===== config.mk =====
export PLATFORM = sky130hd
export DESIGN_NAME = ecc_scrubber
export DESIGN_NICKNAME = d
export VERILOG_FILES = /design/src/rtl/ecc_scrubber_pkg.sv /design/src/rtl/ecc_scrubber_sat_counter.sv /design/src/rtl/ecc_scrubber.sv
export SDC_FILE = /design/constraint.sdc
export NUM_CORES = 1
export LEC_CHECK = 0
export CAP_MARGIN = 30
export CORE_ASPECT_RATIO = 1.2
export CORE_MARGIN = 2
export CORE_UTILIZATION = 46
export DETAILED_ROUTE_END_ITERATION = 12
export PLACE_DENSITY_LB_ADDON = 0.05
export SLEW_MARGIN = 20
export SYNTH_ARGS = -nofsm -noshare
export SYNTH_HDL_FRONTEND = slang
export SYNTH_HIERARCHICAL = 1
export SYNTH_SLANG_ARGS = --single-unit

===== constraint.sdc =====
create_clock -name clk -period 3.62 [get_ports clk]
set_clock_uncertainty 0.2 [all_clocks]
set_input_delay 0.543 -clock clk [delete_from_list [all_inputs] [get_ports clk]]
set_output_delay 0.543 -clock clk [all_outputs]
set_load 0.005 [all_outputs]

===== src/rtl/ecc_scrubber_pkg.sv =====
// Shared types and helpers for the ECC scrubber: FSM state encoding, default
// widths and a width-agnostic saturating increment.
package ecc_scrubber_pkg;

   localparam int DEF_ADDR_WIDTH = 13;
   localparam int DEF_DATA_WIDTH = 39;

   typedef enum logic [2:0] {
      S_IDLE,
      S_READ,
      S_CHECK,
      S_WRITE,
      S_NEXT
   } state_e;

   // Increment v as a w-bit quantity, holding at all-ones instead of wrapping.
   function automatic logic [63:0] sat_inc(input logic [63:0] v, input int w);
      logic [63:0] max_v;
      max_v = {64{1'b1}} >> (64 - w);
      return (v >= max_v) ? v : v + 64'd1;
   endfunction

endpackage


===== src/rtl/ecc_scrubber_sat_counter.sv =====
// Saturating event counter: counts inc pulses and sticks at all-ones.
module sat_counter
   import ecc_scrubber_pkg::*;
#(
   parameter int COUNT_WIDTH = 16
) (
   input  logic                   clk,
   input  logic                   rst,
   input  logic                   inc,
   output logic [COUNT_WIDTH-1:0] value
);

   logic [COUNT_WIDTH-1:0] cnt_q, cnt_d;

   always_comb begin
      cnt_d = cnt_q;
      if (inc) cnt_d = COUNT_WIDTH'(sat_inc(64'(cnt_q), COUNT_WIDTH));
   end

   always_ff @(posedge clk) begin
      if (rst) cnt_q <= '0;
      else     cnt_q <= cnt_d;
   end

   assign value = cnt_q;

endmodule


===== src/rtl/ecc_scrubber.sv =====
// Background ECC scrubber: walks every memory word, writes back codewords the
// external decoder can correct, and counts/logs the ones it cannot.
module ecc_scrubber
   import ecc_scrubber_pkg::*;
#(
   parameter int ADDR_WIDTH     = DEF_ADDR_WIDTH,
   parameter int DATA_WIDTH     = DEF_DATA_WIDTH,
   parameter int DEPTH          = 8192,
   parameter int INTERVAL_WIDTH = 16,
   parameter int COUNT_WIDTH    = 16
) (
   input  logic                      clk,
   input  logic                      rst,
   input  logic                      enable,
   input  logic [INTERVAL_WIDTH-1:0] interval,
   output logic                      mem_req,
   input  logic                      mem_gnt,
   output logic                      mem_clk_en,
   output logic [ADDR_WIDTH-1:0]     mem_addr,
   output logic                      mem_write_en,
   output logic [DATA_WIDTH-1:0]     mem_write_data,
   input  logic [DATA_WIDTH-1:0]     mem_read_data,
   output logic [DATA_WIDTH-1:0]     dec_codeword,
   input  logic [DATA_WIDTH-1:0]     dec_corrected,
   input  logic                      dec_error,
   input  logic                      dec_uncorrectable,
   output logic [COUNT_WIDTH-1:0]    corrected_count,
   output logic [COUNT_WIDTH-1:0]    uncorrectable_count,
   output logic [ADDR_WIDTH-1:0]     last_error_addr,
   output logic                      err_pulse,
   output logic                      pass_done
);

   localparam logic [ADDR_WIDTH-1:0] LAST_ADDR = ADDR_WIDTH'(DEPTH - 1);

   state_e                    state_q;
   logic                      eval_q;
   logic [ADDR_WIDTH-1:0]     addr_q;
   logic [ADDR_WIDTH-1:0]     last_err_q;
   logic [INTERVAL_WIDTH-1:0] ivl_q;
   logic [DATA_WIDTH-1:0]     codeword_q;
   logic [DATA_WIDTH-1:0]     wdata_q;
   logic                      err_pulse_q;
   logic                      pass_done_q;
   logic                      corr_inc;
   logic                      uncorr_inc;

   // CHECK spans two cycles: eval_q=0 captures read data, eval_q=1 judges the decoder.
   always_ff @(posedge clk) begin
      if (rst) begin
         state_q     <= S_IDLE;
         eval_q      <= 1'b0;
         addr_q      <= '0;
         ivl_q       <= '0;
         codeword_q  <= '0;
         wdata_q     <= '0;
         last_err_q  <= '0;
         err_pulse_q <= 1'b0;
         pass_done_q <= 1'b0;
      end else begin
         err_pulse_q <= 1'b0;
         pass_done_q <= 1'b0;
         case (state_q)
            S_IDLE: begin
               if (!enable) begin
                  ivl_q <= '0;
               end else if (ivl_q >= interval) begin
                  ivl_q   <= '0;
                  state_q <= S_READ;
               end else begin
                  ivl_q <= ivl_q + 1'b1;
               end
            end
            S_READ: begin
               if (mem_gnt) begin
                  eval_q  <= 1'b0;
                  state_q <= S_CHECK;
               end
            end
            S_CHECK: begin
               if (!eval_q) begin
                  codeword_q <= mem_read_data;
                  eval_q     <= 1'b1;
               end else begin
                  eval_q <= 1'b0;
                  if (dec_uncorrectable) begin
                     last_err_q  <= addr_q;
                     err_pulse_q <= 1'b1;
                     state_q     <= S_NEXT;
                  end else if (dec_error) begin
                     wdata_q <= dec_corrected;
                     state_q <= S_WRITE;
                  end else begin
                     state_q <= S_NEXT;
                  end
               end
            end
            S_WRITE: begin
               if (mem_gnt) state_q <= S_NEXT;
            end
            S_NEXT: begin
               if (addr_q == LAST_ADDR) begin
                  addr_q      <= '0;
                  pass_done_q <= 1'b1;
               end else begin
                  addr_q <= addr_q + 1'b1;
               end
               state_q <= S_IDLE;
            end
            default: state_q <= S_IDLE;
         endcase
      end
   end

   // Strobes are also gated by rst so a write cannot land on the reset edge itself.
   assign mem_req        = (state_q == S_READ) || (state_q == S_CHECK) || (state_q == S_WRITE);
   assign mem_clk_en     = ((state_q == S_READ) || (state_q == S_WRITE)) && mem_gnt && !rst;
   assign mem_write_en   = (state_q == S_WRITE) && mem_gnt && !rst;
   assign mem_addr       = addr_q;
   assign mem_write_data = wdata_q;
   assign dec_codeword   = codeword_q;
   assign last_error_addr = last_err_q;
   assign err_pulse      = err_pulse_q;
   assign pass_done      = pass_done_q;

   assign corr_inc   = (state_q == S_WRITE) && mem_gnt;
   assign uncorr_inc = (state_q == S_CHECK) && eval_q && dec_uncorrectable;

   sat_counter #(.COUNT_WIDTH(COUNT_WIDTH)) u_corr_cnt (
      .clk   (clk),
      .rst   (rst),
      .inc   (corr_inc),
      .value (corrected_count)
   );

   sat_counter #(.COUNT_WIDTH(COUNT_WIDTH)) u_uncorr_cnt (
      .clk   (clk),
      .rst   (rst),
      .inc   (uncorr_inc),
      .value (uncorrectable_count)
   );

endmodule


### Word-level counts from Yosys, hierarchy flattened

Index checks and enable logic that the tools add are counted.

* bits in registers: 158
* input bits: 100
* word-level logic and storage cells: 71
* output and inout port bits: 141

* reduce and logical (&&, ||, !) cells: 21
* order comparisons: 3
* multiplexer cells: 16
* bitwise logic cells: 6
* $add $sub $neg: 4
* equality and inequality tests: 10

Operators with widths (number)
* 16-bit by 1-bit adder with 16-bit output (second input constant): 3
* 16-bit >= comparator (second input constant): 2
* 16-bit 2-to-1 mux: 2
* 3-bit 2-to-1 mux: 7
* 16-bit >= comparator: 1
* 13-bit by 1-bit adder with 13-bit output (second input constant): 1
* 13-bit == test (second input constant): 1
* 13-bit 2-to-1 mux: 1
* 3-bit case mux with 4 select lines: 1
* 2-bit inequality test (second input constant): 5
* 2-bit AND reduction: 4
* 3-bit by 2-bit == test with 1-bit output (second input constant): 2
* 1-bit logical AND: 6
* 1-bit inverter: 6
* 5-bit AND reduction: 1
* 1-bit 2-to-1 mux: 4
* 4-bit AND reduction: 1
* 3-bit by 1-bit == test with 1-bit output (second input constant): 1
* 3-bit == test (second input constant): 1
* 3-bit zero test: 1
* 1-bit logical OR: 3
* 3-bit AND reduction: 1
* 3-bit OR reduction: 1
* 1-bit case mux with 2 select lines: 1
* other kinds (3): 3

### Depth between registers and ports, before layout

* depth after elaboration: 4
* gate-level depth with buffers: 11
* gate-level depth less buffers: 8

### By module

Netlist, hierarchy kept.

Modules (own cells, without submodules)
* ecc_scrubber: area an instance 5233.8 um2, cells each 658, times used 1, sequential area each 2522.4 um2
* sat_counter (u_corr_cnt): area an instance 864.6 um2, cells each 95, times used 1, sequential area each 320.3 um2
* sat_counter (u_uncorr_cnt): area an instance 825.8 um2, cells each 91, times used 1, sequential area each 320.3 um2

### Worst setup path after synthesis

Ideal clock, no wire load.

* path type: reg2reg
* from: reg state_q[1]
* to: reg u_uncorr_cnt.cnt_q[13] (netlist: u_uncorr_cnt/value[13])
* setup slack: 0.635 ns
* required time: 3.297 ns
* cell stages (with the launch flop): 12
* path buffers: 3
* arrival time: 2.661 ns
* library setup time: 0.123 ns
* clock period less this slack: 2.985 ns
* cell sequence: dfxtp_1 > clkbuf_1 > nand2b_1 > nor2_1 > nand3_1 > inv_1 > buf_1 > and3_1 > nand3_2 > buf_6 > nor4b_1 > mux2_1

* cells in the longest elaborated chain, start to end: 4

RTL lines
* start: declaration: line ecc_scrubber.sv:36 `state_e state_q;`
* start signal: assignment: line ecc_scrubber.sv:51 `state_q <= S_IDLE;`
* start signal: assignment: line ecc_scrubber.sv:69 `state_q <= S_READ;`
* start signal: assignment: line ecc_scrubber.sv:77 `state_q <= S_CHECK;`
* 3-bit by 2-bit == test with 1-bit output: line ecc_scrubber.sv:127 `assign uncorr_inc = (state_q == S_CHECK) && eval_q && dec_uncorrectable;`
* 1-bit logical AND (2 in a row): line ecc_scrubber.sv:127
* named net uncorr_inc: line ecc_scrubber.sv:46 `logic uncorr_inc;`
* 2-bit AND reduction (no source line)
* end signal: assignment: line ecc_scrubber_sat_counter.sv:22 `else cnt_q <= cnt_d;`
* end: declaration: line ecc_scrubber_sat_counter.sv:13 `logic [COUNT_WIDTH-1:0] cnt_q, cnt_d;`

The timed path passes the listed nets, and every way through them passes these cells.
A chain may end at the register's enable or synchronous reset.

### Worst setup path after layout

* from: in interval[0]
* to: reg ivl_q[8]

* cells in the longest elaborated chain, start to end: 3

RTL lines
* start: declaration: line ecc_scrubber.sv:15 `input logic [INTERVAL_WIDTH-1:0] interval,`
* 16-bit >= comparator: line ecc_scrubber.sv:67 `end else if (ivl_q >= interval) begin`
* 16-bit 2-to-1 mux: line ecc_scrubber.sv:67
* 16-bit 2-to-1 mux: line ecc_scrubber.sv:65 `if (!enable) begin`
* end signal: assignment: line ecc_scrubber.sv:71 `ivl_q <= ivl_q + 1'b1;`
* end: declaration: line ecc_scrubber.sv:40 `logic [INTERVAL_WIDTH-1:0] ivl_q;`

No other way between the ends.

==> flow_summary.yaml <==
run_status:
  status: "completed"
critical_path:
  ff2ff_path_depth: 10
  cp.arrival_ps: 3270
  start_kind: "input pin"
  path_class: "in2reg"
  critPathCaptureType: "register"
  crit_fanout: 12
  critical_path_required_ps: 3780
die:
  coreArea_sq_um: 14840
  start_util: 0.4667
  io_pins: 241
  die_h_um: 138.4
  die_w_um: 116
  die-area_sq_um: 16050
  row_count: 49
synthesis:
  synthCells: 844
  netlist_area_sq_um: 6924
  syn_area_per_cell_sq_um: 8.204
  synth_edf_count: 0
  synth_fp_nets: 964
  yosysTopAreaCell: "dfxtp_1"
  ys_seq_elements: 158
  synthDistinctLibCells: 71
  yosysSeqAreaShare: 0.4568
  yosysWarnings: 6
  async_reset_ff_frac: 0
  synthTopCellsByArea: "dfxtp_1 46%, nand2_1 12%, a21oi_1 8.4%"
  synth_top_flop_cell: "dfxtp_1"
  yosysTopAreaCellShare: 0.4568
power:
  swShare: 0.2206
  power_density_nw_per_um2: 362.8
  p_switching_mw: 0.8016
  pwr-share-clk: 0.453
  leakage_nw: 3.561
  p_int_mw: 2.832
  ir_drop_uv: 258.1
  comb_power_share: 0.063
  seq_power_share: 0.484
detailed_routing:
  wl_um: 18460
  post-route-drc-count: 0
  drt_iter0_markers: 440
  viasPerCell: 5.128
  top_layer: "met4"
  detail-route-antenna-nets: 0
  routedWlPerCell_um: 14.36
  route.vias.total: 6589
  drt-met1-wl_um: 7776
  dr.pass1.iters: 4
  route.met2.wl_um: 8714
  wl_met3_um: 1651
sta:
  worstMarginPinSlew_ps: 631.4
  rsz0062_at_grt: "false"
  tns_ps: 0
  max_freq_mhz: 321.4
  post-route-min-period_ps: 3111
  setup-violations-final: 0
  finalHoldViolations: 0
  slew_violations: 0
  slew_headroom: 0.5759
  fin_crit_sh: 0.8595
global_route:
  antenna_found_initial: 0
  grt_max_degree: 97
  grt.total_usage: 0.2369
  grt_pass1_vias: 6219
  grt_pass1_wl_um: 30590
  grt-ovfl-total: 0
finish:
  syn_to_final_growth_pct: 44.65
  drive_gt1_frac: 0.06938
  final_common_cell: "clkdlybuf4s50_1"
  final_nets: 1189
  antennaDiodeCount: 0
  final_util: 0.6751
  most-common-layout-cells: "239 x clkdlybuf4s50_1, 217 x nand2_1, 158 x dfxtp_1"
  fillers: 1320
clock_tree:
  cts_tree: "built"
  cts_num_sinks: 158
  clk_latency_ps: 420
  htree_levels: 4
  cts-hold-fix-buffers: 0
  path_clk_slew_ps: 60
  cts-resized-gates: 0
  cts_buffers: 17
  clockBufferDepth: 2
  post_cts_buffers: 0
  root_buffer: "clkbuf_16"
min_path:
  hp-class: "reg2reg"
  min_path_cells: 2
flow_run:
  maxCapViolations: 0
placement:
  gp_congestion: 0.7721
  place.detailed.hpwl_um: 13080
  io_buffers: 240
-- power groups by stage --
stage | logic [mW] | registers, mW | clock network, mW
global placement | 0.224 | 1.80 | 0
global route | 0.253 | 1.76 | 1.76
finish | 0.228 | 1.76 | 1.65
detailed placement | 0.226 | 1.80 | 0
floorplan | 0.0880 | 1.79 | 0
CTS | 0.227 | 1.76 | 1.69
-- flip-flops by register name (all words and copies together) (netlist names) --
name and cells:
last_error_addr 13, mem_write_data 39, dec_codeword 39, u_corr_cnt/value 16, pass_done 1, eval_q 1
u_uncorr_cnt/value 16, ivl_q 16, mem_addr 13, err_pulse 1, state_q 3
-- cells by family after synthesis --
logic type / Yosys count / share of synthesized area
adders and majority gates: 20 / 0.03614
muxes: 4 / 0.005963
buffers and inverters: 71 / 0.04590
AOI/OAI and AO/OA: 185 / 0.1614
DFF: 158 / 0.4568
xor gates and xnor gates: 15 / 0.01897
and+or+nand+nor: 391 / 0.2748
-- routing by layer --
metal  up-vias  GRT usage
met5         -          0
met2       183     0.3660
met1      3029     0.2895
met4         0    0.09586
met3        18     0.1013
li1       3359          -
-- cells in the mapped netlist, types with 2 or more instances --
| master | count |
|---|---|
| xnor2_1 | 2 |
| a31oi_1 | 5 |
| or3_1 | 8 |
| mux2i_1 | 3 |
| nor3b_2 | 4 |
| o22a_1 | 2 |
| o21ai_1 | 12 |
| o21a_1 | 5 |
| xor2_1 | 13 |
| nand2_1 | 217 |
| ha_1 | 20 |
| buf_2 | 2 |
| clkbuf_1 | 32 |
| nor4_1 | 3 |
| nand3_1 | 22 |
| o31ai_1 | 5 |
| and4_1 | 2 |
| and2_1 | 2 |
| buf_6 | 6 |
| o21ai_0 | 7 |
| o311ai_0 | 2 |
| o211ai_2 | 3 |
| inv_1 | 25 |
| nand3_2 | 2 |
| nand4_2 | 3 |
| and3_1 | 14 |
| nor3_1 | 15 |
| a21oi_1 | 116 |
| o41ai_1 | 4 |
| a21o_1 | 5 |
| nor4b_1 | 2 |
| a211oi_1 | 4 |
| nand4_1 | 15 |
| nor3_2 | 4 |
| dfxtp_1 | 158 |
| nor3b_1 | 3 |
| nor2b_1 | 6 |
| nor2_1 | 43 |
| or4_1 | 8 |
| buf_1 | 5 |
| nand2b_1 | 5 |
-- layout make-up --
cell class / instances / area, sq um / share of cell area
Timing Repair Buffer: 252 / 2510 / 0.2506
Sequential cell: 158 / 3163 / 0.3158
Tap cell: 204 / 255.2 / 0.02548
Clock buffer: 22 / 484.2 / 0.04834
Multi-Input combinational cell: 615 / 3448 / 0.3443
Clock inverter: 9 / 61.31 / 0.006121
Inverter: 25 / 93.84 / 0.009369
-- path summary, 6_finish.rpt --
kind / slack, ps / startpoint / endpoint
setup / recovery: 510 / interval[0] / ivl_q[8]
hold / removal: 250 / mem_write_data[34] / mem_write_data[34]
setup reg to reg: 530 / ivl_q[0] / ivl_q[8]
hold reg to reg: 250 / mem_write_data[34] / mem_write_data[34]
-- per-stage QoR --
stage / area, sq um / setup WS, ps / hold WS [ps] / instances / total power [mW]
after CTS: 9988 / 519.0 / 253.4 / 1284 / 3.675
after detailed placement: 9443 / 90.38 / 246.2 / 1253 / 2.023
final: 10020 / 508.6 / 251.7 / 1285 / 3.633
after floorplan: 6924 / 635.2 / 252.7 / 844 / 1.882
after global placement: 9443 / 183.7 / 240.8 / 1253 / 2.021
after global routing: 10020 / 236.3 / 266.9 / 1285 / 3.767
-- critical path: stages --
cell	delay, ps
clkdlybuf4s50_1	410
ha_1	280
nand2b_1	130
a2111oi_0	490
buf_4	190
nor4b_1	50
or4b_1	570
buf_4	220
nor4_1	270
a21o_1	110
No activity file was read; power rests on OpenSTA's default activity.
